$ cat src/rtl/score_pkg.sv
// rtl/score_pkg.sv - shared constants for the score keeper: 7-seg ROM and "END" glyph ROM
package score_pkg;

  localparam int GLYPH_W    = 5;
  localparam int GLYPH_H    = 7;
  localparam int PITCH      = 6;
  localparam int NUM_GLYPHS = 3;

  // Index 0 sits in the low bits, so SEG_DIGIT[d] is the pattern for digit d.
  localparam logic [9:0][6:0] SEG_DIGIT = {
    7'h6F, 7'h7F, 7'h07, 7'h7D, 7'h6D, 7'h66, 7'h4F, 7'h5B, 7'h06, 7'h3F
  };

  // Row 0 occupies the top 5 bits; within a row the MSB is the leftmost column.
  localparam logic [34:0] GLYPH_E = {5'b11111, 5'b10000, 5'b10000, 5'b11110,
                                     5'b10000, 5'b10000, 5'b11111};
  localparam logic [34:0] GLYPH_N = {5'b10001, 5'b11001, 5'b10101, 5'b10011,
                                     5'b10001, 5'b10001, 5'b10001};
  localparam logic [34:0] GLYPH_D = {5'b11110, 5'b10001, 5'b10001, 5'b10001,
                                     5'b10001, 5'b10001, 5'b11110};

  function automatic logic glyph_bit(input logic [1:0] glyph,
                                     input logic [2:0] row,
                                     input logic [2:0] col);
    logic [34:0] rows;
    logic [5:0]  idx;
    case (glyph)
      2'd0:    rows = GLYPH_E;
      2'd1:    rows = GLYPH_N;
      default: rows = GLYPH_D;
    endcase
    if (row >= 3'(GLYPH_H) || col >= 3'(GLYPH_W)) begin
      return 1'b0;
    end
    idx = 6'(34 - 5 * int'(row) - int'(col));
    return rows[idx];
  endfunction

endpackage

$ cat src/rtl/score_counter_display_if.sv
// rtl/score_counter_display_if.sv - game-side and pixel-side signals of the score keeper
interface score_counter_display_if #(
  parameter int SCORE_W = 5
) ();
  logic               hit;
  logic               clear;
  logic [SCORE_W-1:0] max_score;
  logic [9:0]         x;
  logic [9:0]         y;
  logic [SCORE_W-1:0] score;
  logic [6:0]         seg_tens;
  logic [6:0]         seg_ones;
  logic               reached;
  logic               end_pix;

  modport master (
    output hit, clear, max_score, x, y,
    input  score, seg_tens, seg_ones, reached, end_pix
  );

  modport slave (
    input  hit, clear, max_score, x, y,
    output score, seg_tens, seg_ones, reached, end_pix
  );
endinterface

$ cat src/rtl/endgame_text_render.sv
// rtl/endgame_text_render.sv - combinational "END" banner mask for the end-game screen
module endgame_text_render
  import score_pkg::*;
#(
  parameter int END_X0 = 276,
  parameter int END_Y0 = 220,
  parameter int SCALE  = 4
) (
  input  logic [9:0] x,
  input  logic [9:0] y,
  output logic       end_pix
);

  localparam int SHIFT = $clog2(SCALE);
  localparam int BOX_W = (NUM_GLYPHS * PITCH - 1) * SCALE;
  localparam int BOX_H = GLYPH_H * SCALE;

  logic [9:0] dx;
  logic [9:0] dy;
  logic       in_box;
  logic [4:0] cell_x;
  logic [2:0] cell_y;
  logic [1:0] glyph;
  logic [2:0] col;

  assign dx = x - 10'(END_X0);
  assign dy = y - 10'(END_Y0);

  // The lower-bound compare guards against dx/dy wrapping when left of or above the box.
  assign in_box = (x >= 10'(END_X0)) && (dx < 10'(BOX_W)) &&
                  (y >= 10'(END_Y0)) && (dy < 10'(BOX_H));

  assign cell_x = 5'(dx >> SHIFT);
  assign cell_y = 3'(dy >> SHIFT);

  always_comb begin
    glyph = 2'd0;
    col   = 3'd0;
    if (cell_x < 5'(PITCH)) begin
      glyph = 2'd0;
      col   = cell_x[2:0];
    end else if (cell_x < 5'(2 * PITCH)) begin
      glyph = 2'd1;
      col   = 3'(cell_x - 5'(PITCH));
    end else begin
      glyph = 2'd2;
      col   = 3'(cell_x - 5'(2 * PITCH));
    end
  end

  // Column 5 of each pitch is the inter-glyph gap; glyph_bit returns 0 there.
  assign end_pix = in_box && glyph_bit(glyph, cell_y, col);

endmodule

$ cat src/rtl/score_counter_display.sv
// rtl/score_counter_display.sv - per-player score counter with 7-seg digits and END banner
module score_counter_display
  import score_pkg::*;
#(
  parameter int SCORE_W = 5,
  parameter int END_X0  = 276,
  parameter int END_Y0  = 220,
  parameter int SCALE   = 4
) (
  input  logic                    clk,
  input  logic                    reset,
  score_counter_display_if.slave  bus
);

  localparam logic [SCORE_W-1:0] SCORE_MAX = '1;

  logic [SCORE_W-1:0] score_q;
  logic               hit_q;
  logic               rise;
  logic [3:0]         tens;
  logic [3:0]         ones;

  assign rise = bus.hit & ~hit_q;

  // Clear takes priority; a rise in the same cycle is lost but hit_q still tracks hit.
  always_ff @(posedge clk or posedge reset) begin
    if (reset) begin
      score_q <= '0;
      hit_q   <= 1'b0;
    end else begin
      hit_q <= bus.hit;
      if (bus.clear) begin
        score_q <= '0;
      end else if (rise && (score_q != SCORE_MAX)) begin
        score_q <= score_q + SCORE_W'(1);
      end
    end
  end

  assign tens = 4'(score_q / SCORE_W'(10));
  assign ones = 4'(score_q % SCORE_W'(10));

  assign bus.score    = score_q;
  assign bus.reached  = (score_q == bus.max_score);
  assign bus.seg_tens = SEG_DIGIT[tens];
  assign bus.seg_ones = SEG_DIGIT[ones];

  endgame_text_render #(
    .END_X0 (END_X0),
    .END_Y0 (END_Y0),
    .SCALE  (SCALE)
  ) u_text (
    .x       (bus.x),
    .y       (bus.y),
    .end_pix (bus.end_pix)
  );

endmodule

$ cat src/flat_wrapper.sv
// flat-port wrapper written by rule: the top's interface ports become plain ports
module score_counter_display_flat import score_pkg::*;
#(
  parameter int SCORE_W = 5,
  parameter int END_X0  = 276,
  parameter int END_Y0  = 220,
  parameter int SCALE   = 4
)
  (clk, reset, bus_hit, bus_clear, bus_max_score, bus_x, bus_y, bus_score, bus_seg_tens, bus_seg_ones, bus_reached, bus_end_pix);
  score_counter_display_if #(.SCORE_W(SCORE_W)) bus_i ();
  input  logic clk;
  input  logic reset;
  input wire logic [$bits(bus_i.hit)-1:0] bus_hit;
  input wire logic [$bits(bus_i.clear)-1:0] bus_clear;
  input wire logic [$bits(bus_i.max_score)-1:0] bus_max_score;
  input wire logic [$bits(bus_i.x)-1:0] bus_x;
  input wire logic [$bits(bus_i.y)-1:0] bus_y;
  output wire logic [$bits(bus_i.score)-1:0] bus_score;
  output wire logic [$bits(bus_i.seg_tens)-1:0] bus_seg_tens;
  output wire logic [$bits(bus_i.seg_ones)-1:0] bus_seg_ones;
  output wire logic [$bits(bus_i.reached)-1:0] bus_reached;
  output wire logic [$bits(bus_i.end_pix)-1:0] bus_end_pix;
  assign bus_i.hit = bus_hit;
  assign bus_i.clear = bus_clear;
  assign bus_i.max_score = bus_max_score;
  assign bus_i.x = bus_x;
  assign bus_i.y = bus_y;
  assign bus_score = bus_i.score;
  assign bus_seg_tens = bus_i.seg_tens;
  assign bus_seg_ones = bus_i.seg_ones;
  assign bus_reached = bus_i.reached;
  assign bus_end_pix = bus_i.end_pix;
  score_counter_display #(.SCORE_W(SCORE_W), .END_X0(END_X0), .END_Y0(END_Y0), .SCALE(SCALE)) u_core (.clk(clk), .reset(reset), .bus(bus_i));
endmodule
$ cat config.mk
export PLATFORM = sky130hd
export DESIGN_NAME = score_counter_display_flat
export DESIGN_NICKNAME = d
export VERILOG_FILES = /design/src/rtl/score_pkg.sv /design/src/rtl/score_counter_display_if.sv /design/src/rtl/endgame_text_render.sv /design/src/rtl/score_counter_display.sv /design/src/flat_wrapper.sv
export SDC_FILE = /design/constraint.sdc
export NUM_CORES = 1
export LEC_CHECK = 0
export ABC_AREA = 1
export CAP_MARGIN = 20
export CORE_MARGIN = 2
export CORE_UTILIZATION = 42
export CTS_BUF_LIST = sky130_fd_sc_hd__clkbuf_8
export DETAILED_ROUTE_END_ITERATION = 8
export PLACE_DENSITY = 0.75
export SLEW_MARGIN = 10
export SYNTH_ARGS = -nofsm -noshare
export SYNTH_HDL_FRONTEND = slang
export SYNTH_HIERARCHICAL = 1
export SYNTH_SLANG_ARGS = --single-unit
$ cat constraint.sdc
create_clock -name clk -period 6.35 [get_ports clk]
set_input_delay 1.5875 -clock clk [delete_from_list [all_inputs] [get_ports clk]]
set_output_delay 1.5875 -clock clk [all_outputs]
set_load 0.02 [all_outputs]
==> impl_summary.txt <==
----------------------------------------------------
[Routing]
  Met3 routed WL ... 141 microns
  DRC violation total after the first TritonRoute iteration ... 74
  Routed WL ... 4.581 mm
  Metal-1 WL ... ~1.9 mm
  Number of routed nets with antenna violations ... 0
  Detail-routed via count per cell ... about 5.0
  Met2 layer wire length in the routed design ... 2.466 mm
  Count of unresolved DRC violations after routing ... 0
  Via total after detailed routing ... 1918
  DR WL/cell ... 11.96 microns
  Top Layer Used ... met4
  Drt first pass iters ... 4

[Power and ir drop]
  Total leakage power ... 0.001390 uW
  Power per standard cell area ... approximately 170 nW/um^2
  Overall Power ... about 470 uW
  Worst vdd ir ... 0.1617 mV

[Status]
  Violations in the final reports ... setup timing
  Result of the run ... finished with violations

[Logic synthesis]
  Share of synthesized registers carrying an async set or reset ... 100.0%
  Most frequently used cell type in the post-synthesis netlist ... sky130_fd_sc_hd__nand2_1
  Yosys warnings ... 6
  Number of synthesized flops with an enable pin ... 0
  Dominant cell type by area after synthesis ... sky130_fd_sc_hd__ha_1
  Number of different library cells in the post-synthesis netlist ... 32
  Most common library cells after synthesis ... 44 x sky130_fd_sc_hd__nand2_1, 40 x sky130_fd_sc_hd__inv_1, 28 x sky130_fd_sc_hd__nand3_1, 26 x sky130_fd_sc_hd__ha_1, 19 x sky130_fd_sc_hd__nor2_1
  Post-synth design cell area ... 1670 sq um
  Ys flop type ... sky130_fd_sc_hd__dfrtp_1
  Most area-consuming cells after synthesis ... sky130_fd_sc_hd__ha_1 19%, sky130_fd_sc_hd__nand2_1 9.9%, sky130_fd_sc_hd__dfrtp_1 9.0%, sky130_fd_sc_hd__inv_1 9.0%, sky130_fd_sc_hd__nand3_1 8.4%
  Post-Syn Nets ... around 310
  Syn_area_per_cell ... 6.708 sq um
  Number of synthesized register bits ... 6
  Number of cells produced by synthesis ... approximately 250
  Sequential-to-total area share from yosys stat ... 8.989%
  Share of Yosys cell area claimed by the top area cell type ... between 10% and 20%

[Global route]
  Number of global-route vias before repair ... ~1800
  First-pass GRT wire length ... 6.934 mm
  Pin count of the biggest net entering global routing ... 10
  Total global routing overflow ... 0
  Number of antenna violations at the first check in global routing ... 0
  Overall routing resource usage ... 19.49%

[CTS]
  Clk sinks ... 6
  CTS H-tree depth ... 1
  CTS tree ... done
  Clock network latency to the later pin of the worst-skew pair ... 230 ps
  Clock input transition at the sequential cells of the worst setup and hold paths ... 40 ps
  Num CTS Buffers ... 3
  CTS Root Cell ... sky130_fd_sc_hd__clkbuf_8
  Maximum count of clock buffers along a single path ... 2

[Setup path]
  Critical Path RT ... between 4000 and 5000 ps
  Largest fanout on the critical path ... 4
  Top cell family by delay on the critical path ... adder cells
  Element type at the critical path end ... output pin
  Cell Chain, Critical Path ... buf_12 -> inv_12 -> ha_4 -> xnor2_4 -> buf_6 -> nand3_4 -> nand3_4 -> nor2_2 -> nor2_2 -> ha_4 -> fa_1 -> inv_2 -> ha_4 -> fa_2 -> xor2_2 -> nor4_2 -> a21oi_1 -> nand3b_1 -> a21oi_4 -> buf_6
  CP arrival ... 4990 ps
  Launching point of the worst reg2reg path ... u_core/bus.score[0]
  Buffers and inverters on the worst path ... 5
  Crit path from ... bus_x[3]
  Classification of the worst setup path ... in2out
  Sort of element at the start of the critical path ... input pin
  Slowest Stage Delay on Critical Path ... 490 ps
  CP dominant cell by count ... sky130_fd_sc_hd__ha_4
  Max stage delay cell, worst path ... sky130_fd_sc_hd__fa_1

[Timing]
  Relative slew slack ... 56.95%
  RSZ-0062 raised after global routing ... true
  Setup violation total in the final timing report ... 1
  Pins over their slew limit ... 0
  Setup total negative slack ... -226.7 ps
  Clk_skew ... between 5 and 6 ps
  Share of the cycle needed by the critical path after routing ... 103.6%
  Period minus WS final ... 6577 ps
  Final Hold Fails ... 0
  Final WS setup ... -226.7 ps
  Transition time at the pin with the least slew margin ... 640.8 ps
  Max frequency ... between 150 and 200 MHz

[Place]
  Placer's final routability congestion estimate ... roughly 0.85
  Number of port buffers ... 44
  Post-detailed-placement half-perimeter wirelength ... between 3 and 4 mm
  # placed instances ... 371

[Floorplanning]
  Floorplan die width ... between 60 and 70 microns
  Top-Level Pins ... 50
  Core ar. ... 3744 sq um
  Number of rows in the core area ... 22
  Die Ht ... 67.07 microns
  Die Outline Area ... 4498 sq um
  Starting Density ... 44.62%

[Min path]
  Worst hold start ... u_core/hit_q
  Hold crit path type ... reg2reg

[Cells and area]
  Multi-input gate area ... roughly 1500 sq um
  NumNets Final ... ~400
  Fraction of final layout cells sized beyond drive strength 1 ... 34.03%
  Register cell area after layout ... 150.1 sq um
  Number of diodes added for antenna fixing ... 0
  Area growth syn-to-layout ... 63.82%
  Final non-filler cell total ... approximately 380
  Layout filler cell count ... 296

[Run]
  Max-capacitance violation count ... 0

----------------------------------------------------
-- cell type report --
type / count / share of cell area (%)
inverter: 46 / 7.407
timing repair buffer: 85 / 28.40
tap: 48 / 2.195
clock buffer: 3 / 1.509
sequential: 6 / 5.487
multi-input combinational: 195 / 55.01
-- logic make-up (layout without fill, tap and decap cells) --
logic type,after synthesis,in the layout,share of synthesized area [%]
xor gates and xnor gates,8,8,4.645
other,1,1,0.2245
buffers and inverters,48,134,11.39
AOI/OAI and AO/OA,24,24,8.839
adders and majority gates,28,28,21.87
and+or+nand+nor,134,134,44.05
DFF,6,6,8.989
-- path summary, 6_finish.rpt --
check                                 endpoint  slack, ps  cells after the start
setup / recovery                   bus_end_pix       -230                     20
hold / removal             u_core/bus.score[2]        670                      3
setup reg to reg           u_core/bus.score[3]       4270                      8
hold reg to reg            u_core/bus.score[2]        670                      3
max in group asynchronous  u_core/bus.score[0]       4550                      2
min in group asynchronous         u_core/hit_q       1580                      2
-- worst register-to-register path, delay by kind of cell, from the launching register on --
| family | cells | cell delay (ps) |
|---|---|---|
| AND/OR/NAND/NOR | 3 | 800 |
| flip-flops | 1 | 460 |
| adder cells (fa/ha/maj) | 2 | 420 |
| AO/OA/AOI/OAI | 2 | 260 |
| buffers and inverters | 1 | 40 |
-- state kept, by name, summed over array words and instances, names as in the netlist --
register          cells
u_core/bus.score      5
u_core/hit_q          1
-- where the power goes --
group,switching [uW],internal [uW]
sequential,1.74,39.4
clock,19.0,41.0
combinational,188,177
-- repair_timing --
| item | CTS | global route |
|---|---|---|
| setup buffers | 4 | 6 |
| hold buffers | 0 | 0 |
| endpoints found under the setup margin | 1 | 1 |
| pin swaps | 15 | 18 |
| resized for setup | 30 | 29 |
-- layout by cell type, fill, tap and decap left out, types with 2 or more instances in the layout --
master	count
sky130_fd_sc_hd__nor3_1	2
sky130_fd_sc_hd__nand2_1	39
sky130_fd_sc_hd__inv_2	6
sky130_fd_sc_hd__ha_4	4
sky130_fd_sc_hd__nand2_2	14
sky130_fd_sc_hd__nand3_2	2
sky130_fd_sc_hd__clkdlybuf4s50_1	38
sky130_fd_sc_hd__nor2_1	17
sky130_fd_sc_hd__a21oi_2	2
sky130_fd_sc_hd__buf_4	38
sky130_fd_sc_hd__ha_1	21
sky130_fd_sc_hd__nor2_2	3
sky130_fd_sc_hd__a21oi_1	7
sky130_fd_sc_hd__nand2_4	13
sky130_fd_sc_hd__inv_4	2
sky130_fd_sc_hd__inv_12	2
sky130_fd_sc_hd__o21ai_0	8
sky130_fd_sc_hd__clkbuf_8	3
sky130_fd_sc_hd__dfrtp_1	6
sky130_fd_sc_hd__buf_6	4
sky130_fd_sc_hd__inv_1	36
sky130_fd_sc_hd__buf_12	2
sky130_fd_sc_hd__nand4_1	5
sky130_fd_sc_hd__nand3_4	6
sky130_fd_sc_hd__o21ai_2	4
sky130_fd_sc_hd__xor2_1	5
sky130_fd_sc_hd__nand3_1	26
sky130_fd_sc_hd__nand3b_1	2
-- metrics by stage --
step	cell area [sq um]	hold slack, ps	utilization (%)	setup slack (ps)
finish	2736	668.8	73.09	-226.7
detailed placement	2470	612.4	65.98	-1234
CTS	2586	640.4	69.08	-266.8
floorplan	1744	557.3	-	-5.056
global route	2736	680.4	73.09	-366.3
global placement	2470	597.2	65.98	-1185
-- routing by layer --
| metal | vias up | track usage (%) |
|---|---|---|
| met3 | 6 | 1.014 |
| met1 | 883 | 23.08 |
| li1 | 979 | - |
| met5 | - | 0 |
| met2 | 50 | 37.50 |
| met4 | 0 | 4.847 |
Note: power is estimated with default switching activity, not from simulation.
